===== config.mk =====
export PLATFORM = sky130hd
export DESIGN_NAME = wb_port_arbiter
export DESIGN_NICKNAME = d
export VERILOG_FILES = /design/src/rtl/wb_port_arbiter.sv
export SDC_FILE = /design/constraint.sdc
export NUM_CORES = 1
export LEC_CHECK = 0
export CORE_ASPECT_RATIO = 0.6
export CORE_MARGIN = 2
export CORE_UTILIZATION = 47
export DETAILED_ROUTE_END_ITERATION = 10
export GPL_ROUTABILITY_DRIVEN = 0
export GPL_TIMING_DRIVEN = 0
export HOLD_SLACK_MARGIN = 0.06
export PLACE_DENSITY_LB_ADDON = 0.25
export SYNTH_ARGS = -nofsm -noshare
export SYNTH_HDL_FRONTEND = slang
export SYNTH_SLANG_ARGS = --single-unit

===== constraint.sdc =====
create_clock -name clk -period 3.85 [get_ports clk]
set_clock_uncertainty 0.05 [all_clocks]
set_input_delay 0.385 -clock clk [delete_from_list [all_inputs] [get_ports clk]]
set_output_delay 0.385 -clock clk [all_outputs]
set_load 0.01 [all_outputs]

===== src/rtl/wb_port_arbiter.sv =====
`default_nettype none
// ============================================================================
// Module   : wb_port_arbiter
// Brief    : Shares the single register-file write port between the in-order
//            write-back stream and a one-entry buffer of long-latency results.
//            The pipeline wins arbitration; a starvation counter forces a
//            one-cycle pipeline stall so the buffered result can drain.
// Revision : 1.0 - initial release
// ============================================================================
module wb_port_arbiter #(
    parameter int unsigned DATA_W     = 32,
    parameter int unsigned ADDR_W     = 5,
    parameter int unsigned STARVE_MAX = 4
) (
    input  logic              clk,
    input  logic              reset,
    input  logic              we,
    input  logic [DATA_W-1:0] wb_data,
    input  logic [ADDR_W-1:0] wb_addr,
    input  logic              wb_write,
    input  logic              lu_valid,
    input  logic [DATA_W-1:0] lu_data,
    input  logic [ADDR_W-1:0] lu_addr,
    output logic              lu_ready,
    output logic              stall_req,
    output logic [DATA_W-1:0] rf_wdata,
    output logic [ADDR_W-1:0] rf_waddr,
    output logic              rf_we
);

    localparam logic [1:0] c_st_empty = 2'd0;
    localparam logic [1:0] c_st_wait  = 2'd1;
    localparam logic [1:0] c_st_force = 2'd2;

    localparam logic [2:0] c_starve_max = 3'(STARVE_MAX);

    logic [1:0]        r_state;
    logic [2:0]        r_cnt;
    logic [DATA_W-1:0] r_buf_data;
    logic [ADDR_W-1:0] r_buf_addr;
    logic [DATA_W-1:0] r_rf_wdata;
    logic [ADDR_W-1:0] r_rf_waddr;
    logic              r_rf_we;

    logic [1:0]        w_state_nxt;
    logic [2:0]        w_cnt_nxt;
    logic [2:0]        w_cnt_inc;
    logic              w_pipe_req;
    logic              w_grant_pipe;
    logic              w_grant_buf;
    logic              w_load;

    // Pipeline request is ignored while frozen and for writes to register 0.
    assign w_pipe_req = we & wb_write & (wb_addr != '0);
    assign w_cnt_inc  = r_cnt + 3'd1;

    // Buffer accepts only when empty; held off while reset is asserted.
    assign lu_ready  = (r_state == c_st_empty) & ~reset;
    // Only a forced drain that collides with a live pipeline request stalls.
    assign stall_req = (r_state == c_st_force) & w_pipe_req;

    assign rf_wdata = r_rf_wdata;
    assign rf_waddr = r_rf_waddr;
    assign rf_we    = r_rf_we;

    // Grant selection, next-state and starvation-count logic.
    always_comb begin
        w_grant_pipe = 1'b0;
        w_grant_buf  = 1'b0;
        w_load       = 1'b0;
        w_state_nxt  = r_state;
        w_cnt_nxt    = r_cnt;
        case (r_state)
            c_st_empty: begin
                w_grant_pipe = w_pipe_req;
                w_cnt_nxt    = 3'd0;
                // A result targeting register 0 completes its handshake but
                // is dropped without occupying the buffer.
                if (lu_valid && (lu_addr != '0)) begin
                    w_load      = 1'b1;
                    w_state_nxt = c_st_wait;
                end
            end
            c_st_wait: begin
                if (w_pipe_req) begin
                    w_grant_pipe = 1'b1;
                    if (wb_addr == r_buf_addr) begin
                        // Younger pipeline write overwrites the same register,
                        // so the buffered value is dead.
                        w_state_nxt = c_st_empty;
                        w_cnt_nxt   = 3'd0;
                    end else begin
                        w_cnt_nxt = w_cnt_inc;
                        if (w_cnt_inc == c_starve_max) begin
                            w_state_nxt = c_st_force;
                        end
                    end
                end else begin
                    w_grant_buf = 1'b1;
                    w_state_nxt = c_st_empty;
                    w_cnt_nxt   = 3'd0;
                end
            end
            c_st_force: begin
                w_grant_buf = 1'b1;
                w_state_nxt = c_st_empty;
                w_cnt_nxt   = 3'd0;
            end
            default: begin
                w_state_nxt = c_st_empty;
                w_cnt_nxt   = 3'd0;
            end
        endcase
    end

    // State, starvation count and holding buffer.
    always_ff @(posedge clk) begin
        if (reset) begin
            r_state    <= c_st_empty;
            r_cnt      <= 3'd0;
            r_buf_data <= '0;
            r_buf_addr <= '0;
        end else begin
            r_state <= w_state_nxt;
            r_cnt   <= w_cnt_nxt;
            if (w_load) begin
                r_buf_data <= lu_data;
                r_buf_addr <= lu_addr;
            end
        end
    end

    // Registered write port; address/data hold when nothing is granted.
    always_ff @(posedge clk) begin
        if (reset) begin
            r_rf_we    <= 1'b0;
            r_rf_waddr <= '0;
            r_rf_wdata <= '0;
        end else begin
            r_rf_we <= w_grant_pipe | w_grant_buf;
            if (w_grant_pipe) begin
                r_rf_waddr <= wb_addr;
                r_rf_wdata <= wb_data;
            end else if (w_grant_buf) begin
                r_rf_waddr <= r_buf_addr;
                r_rf_wdata <= r_buf_data;
            end
        end
    end

endmodule
`default_nettype wire

==> qor.log <==
qor: critical_path.reg2reg_depth 8
qor: yosys.synthesis.yosys.warnings 0
qor: yosys.postSynthRegisterBits 80
qor: sta.max_slew_margin 65.4%
qor: layout.syn_to_final_growth 50.1%
qor: die.initial_core_util 48.1%
qor: clock_tree.postCtsSetupBuffers 0
qor: critical_path.cp_max_fo 4
qor: clock_tree.clock_tree.htree_level_count 3
qor: yosys.seq_area_frac_synth 50.3%
qor: critical_path.setup.worst_path.end_class output pin
qor: die.fp.coreArea 6620 um2
qor: sta.maxClockFrequency 0.403 GHz
qor: yosys.yosysTopAreaCell dfxtp_1
qor: clock_tree.clkSlewWorstSetupHoldPaths 0.06 ns
qor: layout.finish.instance_area 4780 um2
qor: job.maximum_capacitance_violations 0
qor: yosys.synth_nets 432
qor: clock_tree.cts_buffers 9
qor: sta.rsz_0062_raised_after_global_routing no
qor: die.die_height 67.8 um
qor: critical_path.regToRegEndpoint rf_wdata[26]
qor: sta.hold_viol_final 0
qor: pwr.total_leakage_power 2.09 nW
qor: yosys.netlist_instances 348
qor: global_route.groute.usage.overall 23.2%
qor: route.detailedRoute.firstIterationViolations 176
qor: outcome.outcome finished clean
qor: die.pin_count 119
qor: placement.port-buffer-count 118
qor: yosys.netlist_area 3190 um2
qor: yosys.leading_cell_types_by_total_area_after_synthesis dfxtp_1, nand2_1, a22o_1
qor: route.drt_first_pass_iters 4
qor: layout.number_of_diodes 0
qor: route.ant_nets 0
qor: critical_path.start_kind primary input
qor: sta.setup_violations 0
qor: sta.drv_slew 0
qor: die.rows 23
qor: sta.timing.final.crit_period 2.48 ns
qor: critical_path.worstPathRequired 3.41 ns
qor: global_route.grt_max_degree 15
qor: critical_path.reg2reg_setup_slack 1.58 ns
qor: route.drc 0
qor: route.finalWirelength 8570 um
qor: critical_path.timing.critical_path.arrival 2.05 ns
qor: pwr.power_density 447 nW/um2
qor: global_route.vias_in_the_first_global_route 2873
qor: yosys.synth.distinct_cells 38
qor: clock_tree.clock_tree_from_tritoncts built
qor: yosys.synth_area_per_cell 9.16 um2
qor: hold_path.instance_count_along_the_most_critical_hold_path 1
qor: route.detail_route.vias_per_cell 5.30
qor: yosys.synth_top_area_share 50.3%
qor: hold_path.min_to rf_wdata[30]
qor: layout.final_layout_size_suffix_gt1_share 7.68%
qor: clock_tree.clk_latency 0.32 ns
qor: clock_tree.count_of_cells_resized_by_post_cts_repair 0
qor: clock_tree.holdBufCountCts 0
qor: sta.final.setup.tns 0 ns
qor: placement.placement.cell_area 4480 um2
qor: placement.dp.final_hpwl 6370 um
qor: die.design.die.area 7480 um2
qor: critical_path.critical_path.reg2reg.startpoint r_state[0]
qor: global_route.antenna_found_initial 0
qor: global_route.grt_pass1_wl 13300 um
qor: die.die-width 110 um
qor: clock_tree.clockBufferDepth 2
qor: global_route.global_route.overflow_total 0
qor: critical_path.criticalPathCategory in -> out
qor: hold_path.min-delay-start rf_wdata[30]
qor: route.wl_per_cell 15.1 um
qor: pwr.vdd.ir_drop.worst 0.328 mV
qor: clock_tree.cts_root_buf clkbuf_16
qor: hold_path.path_class_of_the_lowest_slack_min_delay_path reg -> reg
qor: sta.timing.final.crit_share 64.5%
qor: clock_tree.tritoncts_sinks 80
qor: layout.nets_final 561
qor: sta.timing_worst_slew_pin_value 0.518 ns
qor: route.vias 3013
-- power breakdown --
| part | total (mW) | internal (mW) | switching [mW] |
|---|---|---|---|
| Combinational | 0.361 | 0.199 | 0.162 |
| Clock | 0.857 | 0.525 | 0.333 |
| Sequential | 0.922 | 0.888 | 0.0343 |
-- cell usage after synthesis (all sizes together) --
cell type,n
a22oi,2
nand4,1
and2,3
a211oi,3
xor2,1
a311oi,3
o21ai,4
nand2,83
a31oi,1
nand3,3
dfxtp,80
a21oi,39
o211ai,2
a21boi,1
nor2,11
or4,1
o21a,1
buf,18
inv,4
a21o,32
nor2b,2
o31a,1
nand2b,2
or2,1
a211o,1
xnor2,5
clkbuf,4
nor3b,1
nor3,1
ha,5
a22o,32
-- metrics by stage --
step                      power, mW  hold WS, ns  util, %  setup slack [ns]  std cells
after floorplan                1.11        0.371        -              2.04        348
after global placement         1.29        0.381     67.6              1.33        553
after detailed placement       1.30        0.390     67.6              1.33        553
after CTS                      2.15        0.404     72.3              1.38        569
after global routing           2.22        0.417     72.3              1.28        569
final                          2.14        0.401     72.3              1.37        569
-- area by class of cell --
type / count / area [um2]
clock buffers: 11 / 243
fillers: 516 / 1840
flip-flops and latches: 80 / 1600
plain buffers: 22 / 144
clock inverters: 5 / 63.8
multi-input cells: 242 / 1430
well taps: 87 / 109
repair buffers: 118 / 1180
inverters: 4 / 15.0
-- cells by family (layout without fill, tap and decap cells) --
logic type                 after synthesis  after routing  share of synthesized area [%]
AOI/OAI and AO/OA                      122            122                           26.9
xor gates and xnor gates                 6              6                           1.65
adders and majority gates                5              5                           1.96
buffers and inverters                   26            160                           4.99
DFF                                     80             80                           50.3
and+or+nand+nor                        109            109                           14.3
-- state kept, by name, indices dropped and copies added, names as in the netlist --
name / count
r_buf_data: 32
rf_wdata: 32
r_buf_addr: 5
rf_waddr: 5
r_cnt: 3
r_state: 2
rf_we: 1
-- worst max-delay path, stage by stage --
cell             delay, ns
clkdlybuf4s50_1       0.48
nor3_1                0.34
a21oi_1               0.18
and2_1                0.19
clkdlybuf4s50_1       0.47
-- metal layers --
layer	vias to the layer above	global-route usage, %	routed length (um)
met5	-	0	0
met4	0	5.63	88
met3	8	6.95	553
met2	103	38.3	3890
met1	1423	30.1	4030
li1	1479	-	-
-- placed cells by master, fill, tap and decap left out, types with 3 or more instances in the layout --
cell type        instances
a211oi_1                 3
a21oi_1                 38
a21o_1                  32
xnor2_1                  5
clkdlybuf4s50_1        118
clkbuf_1                 5
buf_6                    6
nand2_1                 82
o21ai_0                  3
ha_1                     5
nand3_1                  3
clkbuf_16                9
nor2_1                  10
and2_1                   3
a311oi_1                 3
buf_2                   10
inv_1                    4
dfxtp_1                 80
a22o_1                  32
-- worst max path at each step --
stage               startpoint       endpoint  slack [ns]  depth (start not counted)
floorplan           lu_addr[2]  r_buf_addr[4]        2.04                          7
global placement    wb_addr[0]   rf_wdata[23]        1.33                          7
detailed placement  wb_addr[0]   rf_wdata[25]        1.33                          7
CTS                 wb_addr[0]      stall_req        1.38                          5
global route        wb_addr[0]      stall_req        1.28                          5
finish              wb_addr[0]      stall_req        1.37                          5
Note: power is estimated with default switching activity, not from simulation.
==> variant 1, RTL diff (same flow settings) <==
Reset style: asynchronous (`reset`), changed in 2 clocked blocks.
--- a/src/rtl/wb_port_arbiter.sv
+++ b/src/rtl/wb_port_arbiter.sv
@@ -114,7 +114,7 @@
     end
 
     // State, starvation count and holding buffer.
-    always_ff @(posedge clk) begin
+    always_ff @(posedge clk or posedge reset) begin
         if (reset) begin
             r_state    <= c_st_empty;
             r_cnt      <= 3'd0;
@@ -131,7 +131,7 @@
     end
 
     // Registered write port; address/data hold when nothing is granted.
-    always_ff @(posedge clk) begin
+    always_ff @(posedge clk or posedge reset) begin
         if (reset) begin
             r_rf_we    <= 1'b0;
             r_rf_waddr <= '0;
Formal check against the unedited RTL: differs if reset is asserted again (counterexample within 4 cycles, from zero or initial values and one cycle with reset high); with reset held inactive, the same outputs for 10 cycles.
==> variant 1 against the unedited design <==
Wire length fell by 3.1%. Sequential cell count stayed put. Final cell count is 8.4% lower. Cell area is 8.5% higher. Synthesized area up 9.6%. Highest routed layer unchanged. Worst setup slack got worse by 0.17 ns.
Power is not compared: it rests on default switching activity, and its combinational part moved more than twofold at a synthesized area within 25%.
==> variant 1: results <==
export IMPL_grt_usage=0.212
export IMPL_holdWs_ns=0.278
export IMPL_critical_path_top_delay_family="buffers and inverters"
export IMPL_hpwl_um=5980
export IMPL_synthesis_instances=282
export IMPL_worst_r2r_setup_slack_ns=1.73
export IMPL_antenna_found_initial=0
export IMPL_synth_xor_area_share=0.0150
export IMPL_worst_pin_slew_ns=0.812
export IMPL_grt_pass1_wl_um=13200
export IMPL_synth_top_family_by_area="multiplexers"
export IMPL_vias=2594
export IMPL_min_path_type="in -> async"
export IMPL_layout_cells_non_filler=521
export IMPL_power_mw=3.95
export IMPL_synthMuxAreaShare=0.225
export IMPL_drt_iter0_drc=148
export IMPL_reg2reg_to="rf_wdata[8]"
export IMPL_nNetsFinal=496
export IMPL_r2r_start="r_state[1]"
export IMPL_yosysSeqAreaShare=0.573
export IMPL_wl_per_cell_um=15.9
export IMPL_fillers=544
export IMPL_placed_cells=505
export IMPL_status="completed"
export IMPL_worst_r2r_cell_count=7
export IMPL_grt_start_max_net_pins=74
export IMPL_comb_power_share=0.373
export IMPL_pre_cts_slack_ns=1.21
export IMPL_ys_top_cells_by_count="80 x dfrtp_1, 39 x nand2_1, 38 x o21ai_1"
export IMPL_synthAdderAreaFrac=0.0179
export IMPL_dpl_cell_area_um2=4830
export IMPL_netlist_top_cells_area="dfrtp_1 57%, mux2i_1 11%, mux2_1 9.7%"
export IMPL_path_max_fanout=3
export IMPL_synth_distinct_cells=27
export IMPL_final_period_utilization=0.690
export IMPL_async_flop_share=1.00
export IMPL_synth_compound_area_frac=0.0702
export IMPL_worstPathArrival_ns=2.22
export IMPL_synth_fp_nets=366
export IMPL_drive_gt1_frac=0.0911
## variant 1: changes by cell type after synthesis, sizes merged, moves of 6 or more
cell   delta
dfrtp    +80
dfxtp    -80
buf       -6
o21ai    +36
a22o     -32
mux2i    +37
mux2     +37
a21oi    -37
nand2    -43
a21o     -32
nor2      -8
## variant 1: final cells by class
| type | count | area (um2) | share of cell area |
|---|---|---|---|
| tap | 104 | 130 | 0.0251 |
| inverter | 6 | 25.0 | 0.00482 |
| clock inverter | 4 | 98.8 | 0.0190 |
| timing repair buffer | 119 | 1210 | 0.233 |
| buffer | 15 | 109 | 0.0210 |
| multi-input combinational | 181 | 1360 | 0.262 |
| sequential | 80 | 2000 | 0.386 |
| clock buffer | 12 | 256 | 0.0494 |
## variant 1: layer usage
metal,share of wire,vias to the layer above,track usage
li1,-,1234,-
met1,0.48,1258,0.315
met2,0.44,95,0.305
met3,0.078,7,0.0703
met4,0.0055,0,0.0482
met5,0,-,0
==> variant 2, RTL diff (config.mk and constraints unchanged) <==
Made on the original files. Change the parameter `ADDR_W` from 5 to 6.
--- a/src/rtl/wb_port_arbiter.sv
+++ b/src/rtl/wb_port_arbiter.sv
@@ -9,7 +9,7 @@
 // ============================================================================
 module wb_port_arbiter #(
     parameter int unsigned DATA_W     = 32,
-    parameter int unsigned ADDR_W     = 5,
+    parameter int unsigned ADDR_W     = 6,
     parameter int unsigned STARVE_MAX = 4
 ) (
     input  logic              clk,
Interface: changed (resized lu_addr, rf_waddr and wb_addr); port bits go from 119 to 122. The function was not compared with the original's and may differ.
==> variant 2 against the unedited design <==
Sequential cell count increased by 2. Worst setup slack got worse by 0.011 ns. Worst hold slack got worse by 0.0031 ns. Critical path type unchanged. Power decreased by 2.2%. Wire length increased by 4.0%. Clock power decreased by 0.8%. Cell area increased by 2.0%. Synthesized area increased by 2.4%. Sequential share of layout area increased by 0.17 points. Largest cell class unchanged.
==> variant 2: results <==
export IMPL_ys_top_cells_by_count="82 x dfxtp_1, 78 x nand2_1, 40 x a21oi_1"
export IMPL_synth_compound_area_frac=0.275
export IMPL_worst_pin_slew_ns=0.859
export IMPL_worst_r2r_setup_slack_ns=1.76
export IMPL_buffer_area_frac=0.283
export IMPL_hold_start="rf_wdata[31]"
export IMPL_inverters=2
export IMPL_via_per_inst=5.29
export IMPL_vias=3005
export IMPL_fin_area_um2=4880
export IMPL_nMultiInputCombCells=235
export IMPL_hold_end="rf_wdata[31]"
export IMPL_ir_drop_v=0.000278
export IMPL_synthAdderAreaFrac=0.0192
export IMPL_reg2reg_to="rf_wdata[16]"
export IMPL_first_global_vias=2807
export IMPL_grt_pass1_wl_um=13600
export IMPL_regArea_um2=1640
export IMPL_drt_iter0_drc=189
export IMPL_synth_seq_cells=82
export IMPL_io_buffers=121
export IMPL_status="completed"
export IMPL_synth_distinct_cells=32
export IMPL_pre_cts_slack_ns=1.35
export IMPL_clkCellAreaFrac=0.0608
export IMPL_netlist_top_cells_area="dfxtp_1 50%, a22o_1 10%, a21o_1 9.0%"
variant 2: cell count changes after synthesis, moves of 3 or more:
cell / delta
a21o_1: +7
nand2_1: -4
a22o_1: +6
clkbuf_1: +4
nor2_1: -6
a311oi_1: -3
nand3_1: -3
variant 2: power by group through the flow:
| stage | clock network [mW] | logic, mW | registers [mW] |
|---|---|---|---|
| 2_1_floorplan | 0 | 0.128 | 0.953 |
| 3_3_place_gp | 0 | 0.304 | 0.945 |
| 3_5_place_dp | 0 | 0.310 | 0.948 |
| 4_1_cts | 0.865 | 0.313 | 0.929 |
| 5_1_grt | 0.893 | 0.337 | 0.935 |
| 6_report | 0.850 | 0.312 | 0.930 |
variant 2: metal layers:
metal	track usage	vias up	wire length, um
met5	0	-	0
met3	0.0795	13	748
met2	0.370	128	3930
li1	-	1472	-
met4	0.0849	0	117
met1	0.295	1392	4120
